**config.mk**
```make
export PLATFORM = sky130hd
export DESIGN_NAME = dmem_bridge_flat
export DESIGN_NICKNAME = d
export VERILOG_FILES = /design/src/rtl/dmem_pkg.sv /design/src/rtl/dmem_bridge_if.sv /design/src/rtl/dmem_lane_align.sv /design/src/rtl/dmem_bridge.sv /design/src/flat_wrapper.sv
export SDC_FILE = /design/constraint.sdc
export NUM_CORES = 1
export LEC_CHECK = 0
export CAP_MARGIN = 20
export CELL_PAD_IN_SITES_DETAIL_PLACEMENT = 0
export CELL_PAD_IN_SITES_GLOBAL_PLACEMENT = 1
export CORE_MARGIN = 3
export CORE_UTILIZATION = 33
export CTS_CLUSTER_SIZE = 8
export DETAILED_ROUTE_END_ITERATION = 6
export PLACE_DENSITY_LB_ADDON = 0.1
export SLEW_MARGIN = 20
export SYNTH_ARGS = -nofsm -noshare
export SYNTH_HDL_FRONTEND = slang
export SYNTH_SLANG_ARGS = --single-unit
```
**constraint.sdc**
```tcl
create_clock -name clk -period 1.7 [get_ports clk]
set_input_delay 0.34 -clock clk [delete_from_list [all_inputs] [get_ports clk]]
set_output_delay 0.34 -clock clk [all_outputs]
set_load 0.01 [all_outputs]
```
**src/rtl/dmem_pkg.sv**
```systemverilog
// Shared definitions for the data-memory bridge: access sizes, FSM encoding
// and the request legality check.
package dmem_pkg;

    localparam logic [2:0] SZ_B  = 3'b000;
    localparam logic [2:0] SZ_H  = 3'b001;
    localparam logic [2:0] SZ_W  = 3'b010;
    localparam logic [2:0] SZ_BU = 3'b100;
    localparam logic [2:0] SZ_HU = 3'b101;

    typedef enum logic [1:0] {
        IDLE = 2'd0,
        BUSY = 2'd1,
        DONE = 2'd2
    } state_e;

    // Unsigned sizes only make sense for loads, so a store using them is illegal.
    function automatic logic access_reject(input logic [2:0] size,
                                           input logic [1:0] off,
                                           input logic       is_store);
        logic bad;
        bad = 1'b0;
        case (size)
            SZ_B:    bad = 1'b0;
            SZ_H:    bad = off[0];
            SZ_W:    bad = (off != 2'b00);
            SZ_BU:   bad = is_store;
            SZ_HU:   bad = is_store | off[0];
            default: bad = 1'b1;
        endcase
        return bad;
    endfunction

endpackage

```
**src/rtl/dmem_bridge_if.sv**
```systemverilog
// Core-side request/response and RAM-side req/ack bus of the data-memory bridge.
// The slave modport is the bridge; the master modport is the core plus RAM.
interface dmem_bridge_if;
    logic        MemRead;
    logic        MemWrite;
    logic [2:0]  funct3;
    logic [31:0] dAddress;
    logic [31:0] dWriteData;
    logic [31:0] dReadData;
    logic        dValid;
    logic        dErr;
    logic        dBusy;
    logic        bus_req;
    logic        bus_we;
    logic [31:0] bus_addr;
    logic [3:0]  bus_be;
    logic [31:0] bus_wdata;
    logic        bus_ack;
    logic [31:0] bus_rdata;

    modport slave (
        input  MemRead, MemWrite, funct3, dAddress, dWriteData, bus_ack, bus_rdata,
        output dReadData, dValid, dErr, dBusy, bus_req, bus_we, bus_addr, bus_be, bus_wdata
    );

    modport master (
        output MemRead, MemWrite, funct3, dAddress, dWriteData, bus_ack, bus_rdata,
        input  dReadData, dValid, dErr, dBusy, bus_req, bus_we, bus_addr, bus_be, bus_wdata
    );
endinterface

```
**src/rtl/dmem_lane_align.sv**
```systemverilog
// Combinational byte-lane logic: store byte enables / data replication and
// load lane selection with sign or zero extension.
module dmem_lane_align
    import dmem_pkg::*;
(
    input  logic [2:0]  st_size_i,
    input  logic [1:0]  st_off_i,
    input  logic [31:0] st_data_i,
    output logic [3:0]  st_be_o,
    output logic [31:0] st_wdata_o,
    input  logic [2:0]  ld_size_i,
    input  logic [1:0]  ld_off_i,
    input  logic [31:0] ld_word_i,
    output logic [31:0] ld_data_o
);

    logic [7:0]  byte_sel;
    logic [15:0] half_sel;

    always_comb begin
        st_be_o    = 4'b0001 << st_off_i;
        st_wdata_o = {4{st_data_i[7:0]}};
        case (st_size_i)
            SZ_H: begin
                st_be_o    = 4'b0011 << st_off_i;
                st_wdata_o = {2{st_data_i[15:0]}};
            end
            SZ_W: begin
                st_be_o    = 4'hF;
                st_wdata_o = st_data_i;
            end
            default: ;
        endcase
    end

    always_comb begin
        byte_sel = ld_word_i[7:0];
        case (ld_off_i)
            2'd1:    byte_sel = ld_word_i[15:8];
            2'd2:    byte_sel = ld_word_i[23:16];
            2'd3:    byte_sel = ld_word_i[31:24];
            default: byte_sel = ld_word_i[7:0];
        endcase
        half_sel = ld_off_i[1] ? ld_word_i[31:16] : ld_word_i[15:0];

        ld_data_o = ld_word_i;
        case (ld_size_i)
            SZ_B:    ld_data_o = {{24{byte_sel[7]}}, byte_sel};
            SZ_BU:   ld_data_o = {24'd0, byte_sel};
            SZ_H:    ld_data_o = {{16{half_sel[15]}}, half_sel};
            SZ_HU:   ld_data_o = {16'd0, half_sel};
            default: ld_data_o = ld_word_i;
        endcase
    end

endmodule

```
**src/rtl/dmem_bridge.sv**
```systemverilog
// Data-memory bridge between the core MEMORY stage and the data RAM req/ack bus.
// Optional DMEM_TIMEOUT_EN aborts a BUSY access after TIMEOUT_CYCLES without ack.
//
// state | meaning
// IDLE  | waiting for MemRead^MemWrite; rejected requests jump straight to DONE
// BUSY  | bus_req held with stable bus outputs until bus_ack (or timeout)
// DONE  | one-cycle dValid (with dErr if rejected), dBusy still high
module dmem_bridge
    import dmem_pkg::*;
#(
    parameter int TIMEOUT_CYCLES = 16
) (
    input logic           clk,
    input logic           rst,
    dmem_bridge_if.slave  dif
);

    if (TIMEOUT_CYCLES < 1 || TIMEOUT_CYCLES > 256) begin : g_tmo_range
        $error("TIMEOUT_CYCLES must fit the 8-bit timeout counter");
    end

    state_e      state_q;
    logic [31:0] dReadData_q;
    logic        dValid_q;
    logic        dErr_q;
    logic        dBusy_q;
    logic        bus_req_q;
    logic        bus_we_q;
    logic [31:0] bus_addr_q;
    logic [3:0]  bus_be_q;
    logic [31:0] bus_wdata_q;
    logic [2:0]  size_q;
    logic [1:0]  off_q;

    logic [3:0]  st_be;
    logic [31:0] st_wdata;
    logic [31:0] ld_data;
    logic        req_any;
    logic        req_bad;

`ifdef DMEM_TIMEOUT_EN
    localparam logic [7:0] TMO_LAST = 8'(TIMEOUT_CYCLES - 1);
    logic [7:0] tmo_q;
`endif

    dmem_lane_align u_align (
        .st_size_i  (dif.funct3),
        .st_off_i   (dif.dAddress[1:0]),
        .st_data_i  (dif.dWriteData),
        .st_be_o    (st_be),
        .st_wdata_o (st_wdata),
        .ld_size_i  (size_q),
        .ld_off_i   (off_q),
        .ld_word_i  (dif.bus_rdata),
        .ld_data_o  (ld_data)
    );

    assign req_any = dif.MemRead | dif.MemWrite;
    assign req_bad = (dif.MemRead & dif.MemWrite)
                   | access_reject(dif.funct3, dif.dAddress[1:0], dif.MemWrite);

    always_ff @(posedge clk or negedge rst) begin
        if (!rst) begin
            state_q     <= IDLE;
            dReadData_q <= '0;
            dValid_q    <= 1'b0;
            dErr_q      <= 1'b0;
            dBusy_q     <= 1'b0;
            bus_req_q   <= 1'b0;
            bus_we_q    <= 1'b0;
            bus_addr_q  <= '0;
            bus_be_q    <= '0;
            bus_wdata_q <= '0;
            size_q      <= '0;
            off_q       <= '0;
`ifdef DMEM_TIMEOUT_EN
            tmo_q       <= '0;
`endif
        end else begin
            dValid_q <= 1'b0;
            dErr_q   <= 1'b0;
            case (state_q)
                IDLE: begin
                    if (req_any) begin
                        dBusy_q <= 1'b1;
                        if (req_bad) begin
                            state_q  <= DONE;
                            dValid_q <= 1'b1;
                            dErr_q   <= 1'b1;
                        end else begin
                            state_q     <= BUSY;
                            bus_req_q   <= 1'b1;
                            bus_we_q    <= dif.MemWrite;
                            bus_addr_q  <= {dif.dAddress[31:2], 2'b00};
                            bus_be_q    <= dif.MemWrite ? st_be : 4'hF;
                            bus_wdata_q <= dif.MemWrite ? st_wdata : 32'd0;
                            size_q      <= dif.funct3;
                            off_q       <= dif.dAddress[1:0];
`ifdef DMEM_TIMEOUT_EN
                            tmo_q       <= '0;
`endif
                        end
                    end
                end
                BUSY: begin
                    if (dif.bus_ack) begin
                        state_q   <= DONE;
                        bus_req_q <= 1'b0;
                        dValid_q  <= 1'b1;
                        if (!bus_we_q) begin
                            dReadData_q <= ld_data;
                        end
                    end
`ifdef DMEM_TIMEOUT_EN
                    else if (tmo_q == TMO_LAST) begin
                        state_q   <= DONE;
                        bus_req_q <= 1'b0;
                        dValid_q  <= 1'b1;
                        dErr_q    <= 1'b1;
                    end else begin
                        tmo_q <= tmo_q + 8'd1;
                    end
`endif
                end
                DONE: begin
                    state_q <= IDLE;
                    dBusy_q <= 1'b0;
                end
                default: state_q <= IDLE;
            endcase
        end
    end

    assign dif.dReadData = dReadData_q;
    assign dif.dValid    = dValid_q;
    assign dif.dErr      = dErr_q;
    assign dif.dBusy     = dBusy_q;
    assign dif.bus_req   = bus_req_q;
    assign dif.bus_we    = bus_we_q;
    assign dif.bus_addr  = bus_addr_q;
    assign dif.bus_be    = bus_be_q;
    assign dif.bus_wdata = bus_wdata_q;

endmodule

```
**src/flat_wrapper.sv**
```systemverilog
// flat-port wrapper written by rule: the top's interface ports become plain ports
module dmem_bridge_flat import dmem_pkg::*;
#(
    parameter int TIMEOUT_CYCLES = 16
)
  (clk, rst, dif_MemRead, dif_MemWrite, dif_funct3, dif_dAddress, dif_dWriteData, dif_bus_ack, dif_bus_rdata, dif_dReadData, dif_dValid, dif_dErr, dif_dBusy, dif_bus_req, dif_bus_we, dif_bus_addr, dif_bus_be, dif_bus_wdata);
  dmem_bridge_if dif_i ();
  input logic clk;
  input logic rst;
  input wire logic [$bits(dif_i.MemRead)-1:0] dif_MemRead;
  input wire logic [$bits(dif_i.MemWrite)-1:0] dif_MemWrite;
  input wire logic [$bits(dif_i.funct3)-1:0] dif_funct3;
  input wire logic [$bits(dif_i.dAddress)-1:0] dif_dAddress;
  input wire logic [$bits(dif_i.dWriteData)-1:0] dif_dWriteData;
  input wire logic [$bits(dif_i.bus_ack)-1:0] dif_bus_ack;
  input wire logic [$bits(dif_i.bus_rdata)-1:0] dif_bus_rdata;
  output wire logic [$bits(dif_i.dReadData)-1:0] dif_dReadData;
  output wire logic [$bits(dif_i.dValid)-1:0] dif_dValid;
  output wire logic [$bits(dif_i.dErr)-1:0] dif_dErr;
  output wire logic [$bits(dif_i.dBusy)-1:0] dif_dBusy;
  output wire logic [$bits(dif_i.bus_req)-1:0] dif_bus_req;
  output wire logic [$bits(dif_i.bus_we)-1:0] dif_bus_we;
  output wire logic [$bits(dif_i.bus_addr)-1:0] dif_bus_addr;
  output wire logic [$bits(dif_i.bus_be)-1:0] dif_bus_be;
  output wire logic [$bits(dif_i.bus_wdata)-1:0] dif_bus_wdata;
  assign dif_i.MemRead = dif_MemRead;
  assign dif_i.MemWrite = dif_MemWrite;
  assign dif_i.funct3 = dif_funct3;
  assign dif_i.dAddress = dif_dAddress;
  assign dif_i.dWriteData = dif_dWriteData;
  assign dif_i.bus_ack = dif_bus_ack;
  assign dif_i.bus_rdata = dif_bus_rdata;
  assign dif_dReadData = dif_i.dReadData;
  assign dif_dValid = dif_i.dValid;
  assign dif_dErr = dif_i.dErr;
  assign dif_dBusy = dif_i.dBusy;
  assign dif_bus_req = dif_i.bus_req;
  assign dif_bus_we = dif_i.bus_we;
  assign dif_bus_addr = dif_i.bus_addr;
  assign dif_bus_be = dif_i.bus_be;
  assign dif_bus_wdata = dif_i.bus_wdata;
  dmem_bridge #(.TIMEOUT_CYCLES(TIMEOUT_CYCLES)) u_core (.clk(clk), .rst(rst), .dif(dif_i));
endmodule
```
==> impl_summary.md <==
Floorplan
Measured along the x axis, the die boundary spans around 130 um. The site row count is between 40 and 50. The initial core utilization is about a third. The die covers ~17000 sq um.

The boundary pin count is ~210. The core region is 15400 sq um. The die boundary height is 132 um.

Logic synthesis
Of the post-synthesis cell area, the part taken by muxes is 11.3%. The number of storage elements in the synthesis netlist is 110. The most common flop cell mapped by yosys is sky130_fd_sc_hd__dfrtp_1. Summing the areas of all and, or, nand and nor instances in the mapped netlist gives a little under an eighth of the synthesized area. Counting instances in the post-synthesis netlist gives the leading cell types as 110 x sky130_fd_sc_hd__dfrtp_1, 62 x sky130_fd_sc_hd__nand2_1, 45 x sky130_fd_sc_hd__nor2_1. The netlist uses 47 different library cells. The fraction of post-synthesis cell area in the top cell type by area is 52.4%. The mean area per synthesized cell is around 10 sq um.

The cell type with the highest aggregate area in the netlist is sky130_fd_sc_hd__dfrtp_1. In the post-synthesis netlist, the biggest area contributors are sky130_fd_sc_hd__dfrtp_1 52%, sky130_fd_sc_hd__mux2_1 7.1%, sky130_fd_sc_hd__nand2_1 4.4%. The synthesized design contains 0 enable-type register cells. The yosys synthesis warning count is 0. The synthesized netlist devotes between 20% and 30% of its cell area to compound gates. The sequential fraction of the synthesis area is between 50 and 60%. The mapped cell area is between 5000 and 6000 sq um. The main combinational cell family by area after synthesis is compound AO/OA/AOI/OAI gates. Of the total synthesized cell area, the portion taken by XOR and XNOR cells is 0.334%.

The share of synthesized registers carrying an async set or reset is 100%. The number of cells produced by synthesis is 509. The adder-cell share of the synthesized area is less than 1%.

The most used standard cell by instance count after synthesis is sky130_fd_sc_hd__dfrtp_1.

Global route
The total routing resource utilization after global routing is 18.9%. The number of antenna violations at the first check in global routing is 2. The largest net degree at the start of global routing is 111. The wire length of the first global-routing pass is approximately 26000 um. Global routing finished with a remaining overflow of 0. The via count of the first global-routing pass is roughly 5k.

Setup path
Together, buffers and inverters on the worst path number 1. The number of cells on the worst reg-to-reg path is 4. The cell with the biggest individual delay on the critical path is sky130_fd_sc_hd__clkdlybuf4s50_1.

Among cell families on the critical path, the largest total delay comes from buffers and inverters. The worst setup path is captured at an output port. The number of stages on the worst setup path is 1.

The critical path in this run is classified as reg -> out. The element type at the critical path start is a register. The arrival time of the worst setup path is around 1.3 ns. Traced cell by cell, the critical path runs through clkdlybuf4s50_1. The delay of the slowest critical-path stage is roughly 0.56 ns. Of all nets on the critical path, the largest fanout is 2. The worst path required time is roughly 1.4 ns.

Clock tree
TritonCTS built the clock tree. The H-tree depth is 3. The number of buffers inserted to repair setup after CTS is 0. Counting the buffers created by CTS gives 9.

The insertion delay to the later sink of the worst-skew pair is 0.35 ns. In this run the deepest clock path goes through 2 buffers. Clock-pin slew was measured on the worst setup and hold paths at roughly 0.080 ns. After clock tree synthesis, the flow added hold-fix buffers numbering 0. The clock root buffer master is sky130_fd_sc_hd__clkbuf_16. The count of clock tree sinks is 110.

Power
The maximum vdd drop is just over 0.6 mV. The power density over the cells is 1530 nW/um^2. The static leakage is roughly 3.5 nW. The overall power consumption is roughly 13 mW.

Run status
The flow ran to the end, and the final reports show no timing, DRC or antenna violations.

Timing
The worst relative slew slack is between 50% and 60%. The number of max-slew violations in the final report was 0. The minimum period implied by the final worst setup slack is 1.66 ns.

The maximum achievable frequency is between 600 and 700 MHz. Dividing the final minimum period by the clock period gives 97.7%. The final hold slack is between 0.03 and 0.04 ns. Setup repair after global routing could not meet its margin everywhere. The final hold violation count came to 0.

Setup violations remaining at the end of the flow were counted as 0. The worst clock skew on the final layout is 0.00695 ns. The slew at the pin closest to its max-slew limit is 0.612 ns.

Route
After the first detailed-routing iteration, the DRC count stood at ~190. The first TritonRoute pass finished after 5 iterations. In the routed layout, each cell is associated on average with a via count of between 5 and 6. After detailed routing, the average wire length per cell comes to approximately 17 um. The number of nets with antenna violations after detailed routing is 0. The overall routed net length is between 15000 and 20000 um. The remaining routing DRC violations is 0.

For this block, the via count after detailed routing is roughly 4.8k.

Cells and area
The post-route netlist has 10.8% of its cells at a drive strength greater than 1. Leaving out filler cells and counting taps, the final layout contains 955. In the final design database the tool counted around 840 nets. Measured on the finished design, the core utilization comes to between 50% and 60%. After routing the design area is 8190 sq um. The area growth from synthesis to layout is 55.9%.

Placed design
The half-perimeter wire length of the detailed placement result is roughly 12000 um. Summing all placed instances gives a cell area of roughly 7900 sq um. The congestion estimate from routability-driven global placement came to 0.879. In this run the tool buffered the top-level ports with 206 buffer cells.

In this run, placement finished with an instance count of ~940.

Hold path
The type of the tightest min-delay check is in -> async.

Run
The max-capacitance violation count is 0.
layout make-up:
class | instances | area, sq um
multi-input cells | 353 | 2320
clock buffers | 9 | 225
inverters | 6 | 22.5
flip-flops and latches | 110 | 2750
clock inverters | 7 | 82.6
repair buffers | 258 | 2510
diodes | 1 | 2.50
fillers | 1412 | 7190
well taps | 211 | 264
metrics by stage:
step                      worst slack (ns)  setup TNS (ns)
after global routing              -0.00812        -0.00812
final                               0.0391               0
after global placement              -0.464          -34.01
after detailed placement            -0.497          -37.41
after floorplan                     0.0678               0
after CTS                           0.0300               0
flip-flops by register name, summed over array words and instances (netlist names):
name,cells
u_core.dif.bus_req,1
u_core.dif.bus_wdata,32
u_core.dif.dValid,1
u_core.dif.dErr,1
u_core.dif.dReadData,32
u_core.dif.bus_we,1
u_core.dif.bus_addr,30
u_core.dif.dBusy,1
u_core.state_q,2
u_core.off_q,2
u_core.size_q,3
u_core.dif.bus_be,4
power breakdown:
part           switching, mW  internal (mW)  total, mW
Sequential             0.706           3.77       4.48
Combinational           2.57           3.29       5.85
Clock                   1.04           1.17       2.21
kinds of logic (layout without fill, tap and decap cells):
kind of cell,count (synthesis),after routing
AOI/OAI and AO/OA,159,159
and+or+nand+nor,135,135
DFF,110,110
muxes,54,54
buffers and inverters,47,280
xor gates and xnor gates,2,2
adders and majority gates,1,1
other,1,3
routing by layer:
| layer | GRT usage (%) | wire length (um) | vias to the layer above |
|---|---|---|---|
| li1 | - | - | 2269 |
| met1 | 24.5 | 6940 | 2351 |
| met2 | 31.2 | 8150 | 168 |
| met3 | 4.85 | 1050 | 19 |
| met4 | 5.78 | 230 | 2 |
| met5 | 0 | 13 | - |
final timing paths:
check | start | slack, ns | end
setup / recovery | u_core.dif.bus_wdata[7] | 0.04 | dif_bus_wdata[7]
hold / removal | rst | 0.04 | u_core.dif.bus_addr[11]
setup reg to reg | u_core.off_q[1] | 0.15 | u_core.dif.dReadData[13]
hold reg to reg | u_core.dif.dReadData[2] | 0.48 | u_core.dif.dReadData[2]
max in group asynchronous | rst | 1.17 | u_core.dif.dReadData[14]
min in group clk | u_core.dif.dReadData[2] | 0.48 | u_core.dif.dReadData[2]
timing repair:
action | 4_1_cts | 5_1_grt
pin swaps | 3 | 1
gates resized for setup | 7 | 4
hold endpoints to repair | 0 | 0
setup endpoints to repair | 75 | 23
layout by cell type (no fill, tap or decap), drive strengths merged, types with 8 or more instances in the layout:
cell / n
clkbuf: 9
o21ai: 56
inv: 8
nand2: 62
a22oi: 24
o221ai: 8
a22o: 9
o211ai: 9
clkdlybuf4s50: 198
mux2i: 19
a21oi: 29
nand3b: 8
nor2b: 8
buf: 53
nor2: 46
mux2: 34
dfrtp: 110
No activity file was read; power rests on OpenSTA's default activity.
